==> config.mk <==
export PLATFORM = sky130hd
export DESIGN_NAME = perceptron_seq
export DESIGN_NICKNAME = d
export VERILOG_FILES = /design/src/rtl/perceptron_pkg.sv /design/src/rtl/perceptron_mac_step.sv /design/src/rtl/perceptron_seq.sv
export SDC_FILE = /design/constraint.sdc
export NUM_CORES = 1
export LEC_CHECK = 0
export ABC_AREA = 0
export CAP_MARGIN = 40
export CORE_ASPECT_RATIO = 1.75
export CORE_MARGIN = 2
export CORE_UTILIZATION = 61
export CTS_BUF_LIST = sky130_fd_sc_hd__clkbuf_4
export DETAILED_ROUTE_END_ITERATION = 10
export MAX_ROUTING_LAYER = met4
export PLACE_DENSITY_LB_ADDON = 0.15
export SLEW_MARGIN = 10
export SYNTH_ARGS = -nofsm -noshare
export SYNTH_HDL_FRONTEND = slang
export SYNTH_SLANG_ARGS = --single-unit
==> constraint.sdc <==
create_clock -name clk -period 14.9 [get_ports clk]
set_clock_uncertainty 0.05 [all_clocks]
set_input_delay 2.235 -clock clk [delete_from_list [all_inputs] [get_ports clk]]
set_output_delay 2.235 -clock clk [all_outputs]
set_load 0.05 [all_outputs]
==> src/rtl/perceptron_pkg.sv <==
// Shared state encoding and sizing helpers for the sequential perceptron neuron.
// The optional ReLU output (PERCEPTRON_RELU_EN) uses relu_max for its saturation limit.
package perceptron_pkg;

    typedef enum logic [1:0] {
        IDLE = 2'd0,
        MAC  = 2'd1,
        DONE = 2'd2
    } state_t;

    // Width at which the bias plus N_IN full products cannot overflow.
    function automatic int acc_width(input int data_w, input int n_in);
        return 2 * data_w + $clog2(n_in + 1) + 1;
    endfunction

    function automatic int relu_max(input int data_w);
        return (1 << (data_w - 1)) - 1;
    endfunction

endpackage

==> src/rtl/perceptron_mac_step.sv <==
// One multiply-accumulate step: acc_next = acc_in + x*w.
// The full signed product is sign-extended to the accumulator width before the add.
module perceptron_mac_step
    import perceptron_pkg::*;
#(
    parameter int DATA_W = 10,
    parameter int ACC_W  = acc_width(10, 2)
) (
    input  logic signed [ACC_W-1:0]  acc_in_i,
    input  logic signed [DATA_W-1:0] x_i,
    input  logic signed [DATA_W-1:0] w_i,
    output logic signed [ACC_W-1:0]  acc_next_o
);

    logic signed [2*DATA_W-1:0] prod;

    assign prod       = x_i * w_i;
    assign acc_next_o = acc_in_i + {{(ACC_W-2*DATA_W){prod[2*DATA_W-1]}}, prod};

endmodule

==> src/rtl/perceptron_seq.sv <==
// Sequential perceptron: latches N_IN operands, does one MAC per clock, returns a step output.
// Define PERCEPTRON_RELU_EN to add the saturated ReLU output act_out.
module perceptron_seq
    import perceptron_pkg::*;
#(
    parameter int  N_IN   = 2,
    parameter int  DATA_W = 10,
    localparam int ACC_W  = acc_width(DATA_W, N_IN)
) (
    input  logic                     clk,
    input  logic                     rst_n,
    input  logic                     in_valid,
    output logic                     in_ready,
    input  logic [N_IN*DATA_W-1:0]   x_flat,
    input  logic [N_IN*DATA_W-1:0]   w_flat,
    input  logic [DATA_W-1:0]        bias,
    output logic                     out_valid,
    input  logic                     out_ready,
    output logic                     y,
    output logic signed [ACC_W-1:0]  sum_out
`ifdef PERCEPTRON_RELU_EN
    ,
    output logic [DATA_W-1:0]        act_out
`endif
);

    localparam int IDX_W = (N_IN > 1) ? $clog2(N_IN) : 1;
    localparam logic [IDX_W-1:0] LAST_IDX = IDX_W'(N_IN - 1);

    state_t                   state_q, state_d;
    logic [IDX_W-1:0]         idx_q, idx_d;
    logic signed [ACC_W-1:0]  acc_q, acc_d, acc_next;
    logic [N_IN*DATA_W-1:0]   x_q, x_d, w_q, w_d;
    logic                     in_ready_q, in_ready_d;
    logic                     out_valid_q, out_valid_d;
    logic                     y_q, y_d;
    logic signed [ACC_W-1:0]  sum_q, sum_d;
    logic signed [DATA_W-1:0] x_cur, w_cur;

    assign x_cur = x_q[int'(idx_q)*DATA_W +: DATA_W];
    assign w_cur = w_q[int'(idx_q)*DATA_W +: DATA_W];

    perceptron_mac_step #(
        .DATA_W (DATA_W),
        .ACC_W  (ACC_W)
    ) u_mac_step (
        .acc_in_i   (acc_q),
        .x_i        (x_cur),
        .w_i        (w_cur),
        .acc_next_o (acc_next)
    );

`ifdef PERCEPTRON_RELU_EN
    localparam logic [DATA_W-1:0] RELU_MAX = DATA_W'(relu_max(DATA_W));
    logic [DATA_W-1:0] act_q, act_d, relu_val;

    // Non-negative sum with any bit at or above the DATA_W sign position exceeds RELU_MAX.
    always_comb begin
        if (acc_next[ACC_W-1])                   relu_val = '0;
        else if (|acc_next[ACC_W-2:DATA_W-1])    relu_val = RELU_MAX;
        else                                     relu_val = acc_next[DATA_W-1:0];
    end
`endif

    always_comb begin
        state_d     = state_q;
        idx_d       = idx_q;
        acc_d       = acc_q;
        x_d         = x_q;
        w_d         = w_q;
        out_valid_d = out_valid_q;
        y_d         = y_q;
        sum_d       = sum_q;
`ifdef PERCEPTRON_RELU_EN
        act_d       = act_q;
`endif
        case (state_q)
            IDLE: begin
                if (in_valid && in_ready_q) begin
                    x_d     = x_flat;
                    w_d     = w_flat;
                    acc_d   = {{(ACC_W-DATA_W){bias[DATA_W-1]}}, bias};
                    idx_d   = '0;
                    state_d = MAC;
                end
            end
            MAC: begin
                acc_d = acc_next;
                idx_d = idx_q + 1'b1;
                if (idx_q == LAST_IDX) begin
                    state_d     = DONE;
                    out_valid_d = 1'b1;
                    sum_d       = acc_next;
                    y_d         = ~acc_next[ACC_W-1];
`ifdef PERCEPTRON_RELU_EN
                    act_d       = relu_val;
`endif
                end
            end
            DONE: begin
                if (out_ready) begin
                    out_valid_d = 1'b0;
                    state_d     = IDLE;
                end
            end
            default: state_d = IDLE;
        endcase
        // Registered so in_ready stays low during reset and rises with the IDLE entry edge.
        in_ready_d = (state_d == IDLE);
    end

    always_ff @(posedge clk or negedge rst_n) begin
        if (!rst_n) begin
            state_q     <= IDLE;
            idx_q       <= '0;
            acc_q       <= '0;
            x_q         <= '0;
            w_q         <= '0;
            in_ready_q  <= 1'b0;
            out_valid_q <= 1'b0;
            y_q         <= 1'b0;
            sum_q       <= '0;
`ifdef PERCEPTRON_RELU_EN
            act_q       <= '0;
`endif
        end else begin
            state_q     <= state_d;
            idx_q       <= idx_d;
            acc_q       <= acc_d;
            x_q         <= x_d;
            w_q         <= w_d;
            in_ready_q  <= in_ready_d;
            out_valid_q <= out_valid_d;
            y_q         <= y_d;
            sum_q       <= sum_d;
`ifdef PERCEPTRON_RELU_EN
            act_q       <= act_d;
`endif
        end
    end

    assign in_ready  = in_ready_q;
    assign out_valid = out_valid_q;
    assign y         = y_q;
    assign sum_out   = sum_q;
`ifdef PERCEPTRON_RELU_EN
    assign act_out   = act_q;
`endif

endmodule

==> results of run 1 <==
[critical path: stages (launching register included)]
cell	delay, ns
dfrtp_2	0.46
buf_12	0.23
mux2i_1	0.82
nor2_1	0.14
fa_1	0.49
fa_1	0.51
fa_1	0.52
fa_1	0.55
inv_1	0.06
fa_1	0.53
inv_1	0.04
ha_1	0.37
a21o_1	0.21
a21o_1	0.18
a21oi_1	0.19
nand3b_1	0.10
a31o_1	0.23
a31o_1	0.20
a21oi_1	0.17
xnor2_1	0.16
ha_1	0.35
a21oi_1	0.24
a32oi_1	0.14
a221oi_2	0.26
xor2_1	0.20
xnor2_1	0.12
a221o_1	0.31
[cell type report]
type / count / area [um^2] / share of cell area [%]
antenna: 1 / 2.50 / 0.0251
timing repair buffer: 88 / 880 / 8.83
inverter: 140 / 526 / 5.28
multi-input combinational: 724 / 5890 / 59.1
sequential: 92 / 2300 / 23.1
tap: 180 / 225 / 2.26
clock buffer: 9 / 67.6 / 0.678
clock inverter: 7 / 71.3 / 0.716
[placed cells by master, fill, tap and decap left out, drive strengths merged, types with 5 or more instances in the layout]
cell / count
nand2b: 14
xor2: 9
inv: 143
nor2: 63
clkbuf: 9
nor2b: 5
clkdlybuf4s50: 78
mux2: 21
xnor2: 32
a31o: 5
and2: 7
o21ai: 53
dfrtp: 92
ha: 74
fa: 92
a21o: 17
mux2i: 20
buf: 10
nand2: 208
a21oi: 47
[cell families (layout without fill, tap and decap cells)]
family                   Yosys count  after routing
flip-flops                        92             92
adder cells (fa/ha/maj)          166            166
XOR/XNOR                          41             41
AO/OA/AOI/OAI                    163            163
AND/OR/NAND/NOR                  313            313
buffers and inverters            167            244
multiplexers                      41             41
other                              0              1
[cells in the mapped netlist, types with 3 or more instances]
master,instances
o21bai_1,3
a21oi_1,46
nand2_1,208
and3_1,4
a21o_1,17
o21a_1,3
inv_1,140
nor2_1,63
mux2_2,19
nand2b_1,14
o21ai_1,13
dfrtp_1,92
a31o_1,3
mux2i_1,20
a221o_1,4
nor2b_1,5
o22ai_1,3
o21ai_0,40
a221oi_1,3
xor2_1,9
nand3b_1,3
xnor2_1,31
clkbuf_1,20
ha_1,74
and2_1,6
buf_1,5
fa_1,92
a22oi_1,4
[flip-flops by register name, summed over array words and instances (netlist names), 2 cells and up]
name	cells
x_q	20
acc_q	23
sum_out	23
w_q	20
state_q	2
[metal layers]
layer  routed length, um  GRT usage (%)  share of wire [%]
met1                7280           30.2                 36
met2               11500           55.4                 57
met3                 582           3.00                2.9
met4                 888           13.7                4.4
met5                   0              -                  0
[worst min path at each step]
stage                     endpoint  slack, ns                start
2_1_floorplan  w_q[13]$_DFFE_PN0P_       0.39  w_q[13]$_DFFE_PN0P_
3_3_place_gp    w_q[3]$_DFFE_PN0P_       0.41   w_q[3]$_DFFE_PN0P_
3_5_place_dp    w_q[3]$_DFFE_PN0P_       0.41   w_q[3]$_DFFE_PN0P_
4_1_cts         w_q[3]$_DFFE_PN0P_       0.44   w_q[3]$_DFFE_PN0P_
5_1_grt         w_q[3]$_DFFE_PN0P_       0.47   w_q[3]$_DFFE_PN0P_
6_report        w_q[3]$_DFFE_PN0P_       0.44   w_q[3]$_DFFE_PN0P_
[through the flow]
step	worst slack [ns]	utilization (%)	cells	area, um^2
5_1_grt	6.42	70.0	1241	9960
4_1_cts	6.97	70.0	1240	9960
2_1_floorplan	7.27	-	983	8820
3_5_place_dp	7.00	69.0	1224	9820
6_report	6.92	70.0	1241	9960
3_3_place_gp	6.85	68.7	1220	9770
==> qor.csv, run 1 <==
metric;value;unit
status;finished, final reports clean;
nets;1275;
layout-drive-gt1-share;5.09;%
drt-vias-per-instance;5.58;
synth_nets;1203;
postCtsSetupRepairBufs;0;
required;15.22;ns
synth_top_area_share;26.1;%
drtIter0Drc;243;
antenna_found_initial;1;
grt_overflow;0;
hold_depth;2;
ys_seq_elements;92;
cp-start-kind;flop;
hold_buffers;0;
yosys.area_share.simple;14.5;%
finalHoldViolations;0;
drv_slew;0;
syn-instance-count;983;
die-height;163;um
async_flop_share;100;%
portBuffers;79;
hold_class;reg -> reg;
crit_type;reg -> reg;
relSlewSlack;35.3;%
synth_edf_count;0;
initial_core_util;62.0;%
drc;0;
cts_buffers;9;
yosysWarnings;0;
htreeDepth;3;
core_area;14200;um^2
r2r-end;acc_q[22]$_DFFE_PN0P_;
cts_tree;built;
syn_area;8820;um^2
reg2reg_from;idx_q$_DFFE_PN0P_;
rrSetupSlack;6.92;ns
clk_latency;0.49;ns
root_buffer;clkbuf_4;
track_usage;29.6;%
synthMuxAreaShare;4.95;%
worst_pin_slew;0.943;ns
max-cap-violations;0;
min_period_over_period;53.5;%
seq_area_frac_synth;26.1;%
critical_path.max_fanout;36;
synth_xor_xnor_area_share;4.16;%
fillCellCount;1215;
cts_resized;0;
rsz0062_at_grt;no;
fin_tns_setup;0;ns
place_congestion;0.957;
yosys.area_share.adder;31.4;%
synth_top_family_by_area;adder cells;
startpoint;idx_q$_DFFE_PN0P_;
ant_nets;0;
die_w;94.9;um
synth.largest_area_cell;dfrtp_1;
vias;6926;
cp-end-kind;flop;
die_area;15500;um^2
wire_per_inst;16.3;um
cts.clk_slew.worst_paths;0.15;ns
synthDistinctLibCells;56;
finalCriticalPeriod;7.98;ns
ios;80;
synth_compound_area_share;11.7;%
clkSinkCount;92;
ys_top_cells_by_area;dfrtp_1 (26%), fa_1 (21%), ha_1 (11%);
hpwl;16500;um
rows;58;
grt_pass1_vias;7490;
grt_max_degree;52;
timing.fmax;125;MHz
routed_wl;20300;um
crit_end;acc_q[22]$_DFFE_PN0P_;
synth.avg_cell_area;8.97;um^2
crit_arrival;8.30;ns
rr_worst_depth;26;
grt_pass1_wl;34500;um
dr.pass1.iters;5;
syn2layout_area_growth;13.0;%
synth_ff_type;dfrtp_1;
setup_viol;0;
cts_buffer_depth;2;
finalHoldWorstSlack;0.440;ns
Power of run 1 is not shown: default switching activity piles up to over one toggle a cycle in this logic, so the estimate is an artifact.
==> inputs of run 2 (changes only) <==
- clock period: 14.9 -> 7.6 ns (I/O delays scaled with it)
==> run 2 against run 1 <==
Against the previous run:
- critical path depth unchanged
- count of clock-buffer cells in the layout unchanged
- wire length is 5.2% higher
- design area up 4.9%
- global-route usage up 0.33 points
- cell count up 2.3%
- fmax is 9.2% higher
- utilization up 3.4 points
- non-clock buffer count rose by 28
- critical path type unchanged
- largest cell class unchanged
==> qor.csv, run 2 (synthesized netlist as in run 1, its figures left out) <==
metric;value;unit;change
drc;0;;unchanged
root_buffer;clkbuf_4;;
drtIter0Drc;215;;-12%
cp-end-kind;flop;;
initial_core_util;62.0;%;unchanged
routed_wl;21300;um;+5.2%
hold_buffers;0;;unchanged
required;7.92;ns;-7.30 ns
timing.fmax;137;MHz;+9.2%
critPathSlowestCell;fa_1;;
critPathBufInv;4;;+1
max_stage_delay;0.55;ns;-0.27 ns
portBuffers;79;;unchanged
crit_top_cell;fa_1;;
wire_per_inst;16.8;um;+2.9%
vias;7042;;+1.7%
cp-start-kind;flop;;
die_area;15500;um^2;unchanged
cts_buffers;9;;unchanged
hold_class;reg -> reg;;
nets;1303;;+2.2%
crit_arrival;7.62;ns;-0.68 ns
worst_pin_slew;0.895;ns;-0.0481 ns
rrSetupSlack;0.29;ns;-6.63 ns
die-height;163;um;unchanged
layout-drive-gt1-share;10.0;%;+4.9 points
grt_pass1_vias;7450;;-0.53%
fin_tns_setup;0;ns;unchanged
grt_overflow;0;;unchanged
layout_commonest_cell;nand2_1;;
drt-vias-per-instance;5.55;;-0.57%
track_usage;30.0;%;+0.33 points
met2_usage;54.2;%;-1.3 points
finalCriticalPeriod;7.31;ns;-0.671 ns
grt_max_degree;53;;+1.9%
multiInputGateArea;6110;um^2;+3.8%
clkSinkCount;92;;unchanged
ios;80;;unchanged
drv_slew;0;;unchanged
setup_viol;0;;unchanged
clk_latency;0.48;ns;about the same
gr-usage-met3;3.78;%;+0.78 points
fillCellCount;1157;;-4.8%
grt.busiest_layer;met2;;
place_congestion;0.928;;-3.0%
status;finished, final reports clean;;
critical_path.max_fanout;9;;-75%
antenna_found_initial;1;;unchanged
use_met1;30.9;%;+0.63 points
ant_nets;0;;unchanged
max-cap-violations;0;;unchanged
regArea;2300;um^2;unchanged
grt_pass1_wl;34800;um;+0.86%
final_cell_mix;nand2_1 (208), inv_1 (139), dfrtp_1 (91);;
die_w;94.9;um;unchanged
core_area;14200;um^2;unchanged
cts_buffer_depth;2;;unchanged
relSlewSlack;40.3;%;+5.0 points
htreeDepth;3;;unchanged
hpwl;16900;um;+2.7%
placedInstanceArea;9910;um^2;+0.88%
cts_tree;built;;
min_period_over_period;96.1;%;+43 points
finalHoldViolations;0;;unchanged
final_area;10500;um^2;+4.9%
syn2layout_area_growth;18.5;%;
crit_type;reg -> reg;;
rows;58;;unchanged
cts.clk_slew.worst_paths;0.17;ns;+0.02 ns
path_delay_family;adder cells;;
dr.pass1.iters;4;;-1
[run 2: cell types whose count changed in the layout (fill, tap and decap cells not counted), moves of 3 or more]
cell,change
buf_4,+25
mux2_2,-12
mux2_4,+12
a21oi_1,-5
a21oi_2,+5
ha_1,-5
ha_4,+5
mux2i_1,-5
clkbuf_16,+3
mux2i_2,+3
[run 2: layer usage]
| layer | up-vias | share of wire, % | wire length [um] |
|---|---|---|---|
| met5 | - | 0 | 0 |
| met1 | 3411 | 36 | 7670 |
| met3 | 75 | 3.3 | 699 |
| met4 | 0 | 5.6 | 1200 |
| met2 | 197 | 55 | 11800 |
| li1 | 3359 | - | - |
[run 2: through the flow]
stage / instances / setup slack, ns / util (%) / hold slack, ns
2_1_floorplan: 983 / 0.0509 / - / 0.390
3_3_place_gp: 1237 / 0.277 / 69.7 / 0.407
6_report: 1269 / 0.293 / 73.5 / 0.447
4_1_cts: 1253 / 0.0566 / 70.6 / 0.454
3_5_place_dp: 1237 / 0.153 / 69.7 / 0.416
5_1_grt: 1269 / -0.0606 / 73.5 / 0.488
[run 2: worst paths after layout]
kind                                        start                endpoint  depth (start not counted)
min in group asynchronous                   rst_n  sum_out[5]$_DFFE_PN0P_                          1
hold / removal             sum_out[6]$_DFFE_PN0P_  sum_out[6]$_DFFE_PN0P_                          2
hold reg to reg            sum_out[6]$_DFFE_PN0P_  sum_out[6]$_DFFE_PN0P_                          2
setup / recovery                idx_q$_DFFE_PN0P_   acc_q[22]$_DFFE_PN0P_                         26
max in group asynchronous                   rst_n       idx_q$_DFFE_PN0P_                          2
setup reg to reg                idx_q$_DFFE_PN0P_   acc_q[22]$_DFFE_PN0P_                         26
[run 2: repair_timing]
action | CTS | global route
resized for setup | 0 | 48
endpoints found under the setup margin | 0 | 8
setup buffers | 0 | 12
[run 2: area by class of cell]
class	instances	area share, %
clock inverters	7	0.658
flip-flops and latches	92	22.0
multi-input cells	724	58.5
diodes	1	0.0239
repair buffers	116	11.0
inverters	140	5.03
well taps	180	2.15
clock buffers	9	0.646
[run 2: worst reg2reg max path: stages, from the launching register on]
cell       delay, ns
dfrtp_2         0.53
clkbuf_16       0.21
mux2i_2         0.17
buf_4           0.19
nor2_1          0.33
fa_1            0.50
fa_1            0.48
fa_1            0.53
fa_1            0.55
inv_1           0.05
fa_1            0.53
inv_1           0.04
ha_1            0.35
a21o_1          0.20
a21oi_2         0.16
nand3b_1        0.09
a31o_1          0.22
a31o_1          0.22
a21oi_2         0.16
xnor2_2         0.16
ha_4            0.25
a21oi_2         0.14
a32oi_1         0.13
a221oi_2        0.28
xor2_1          0.26
xnor2_2         0.13
a221o_1         0.30
Power of run 2 is left out for the same reason.
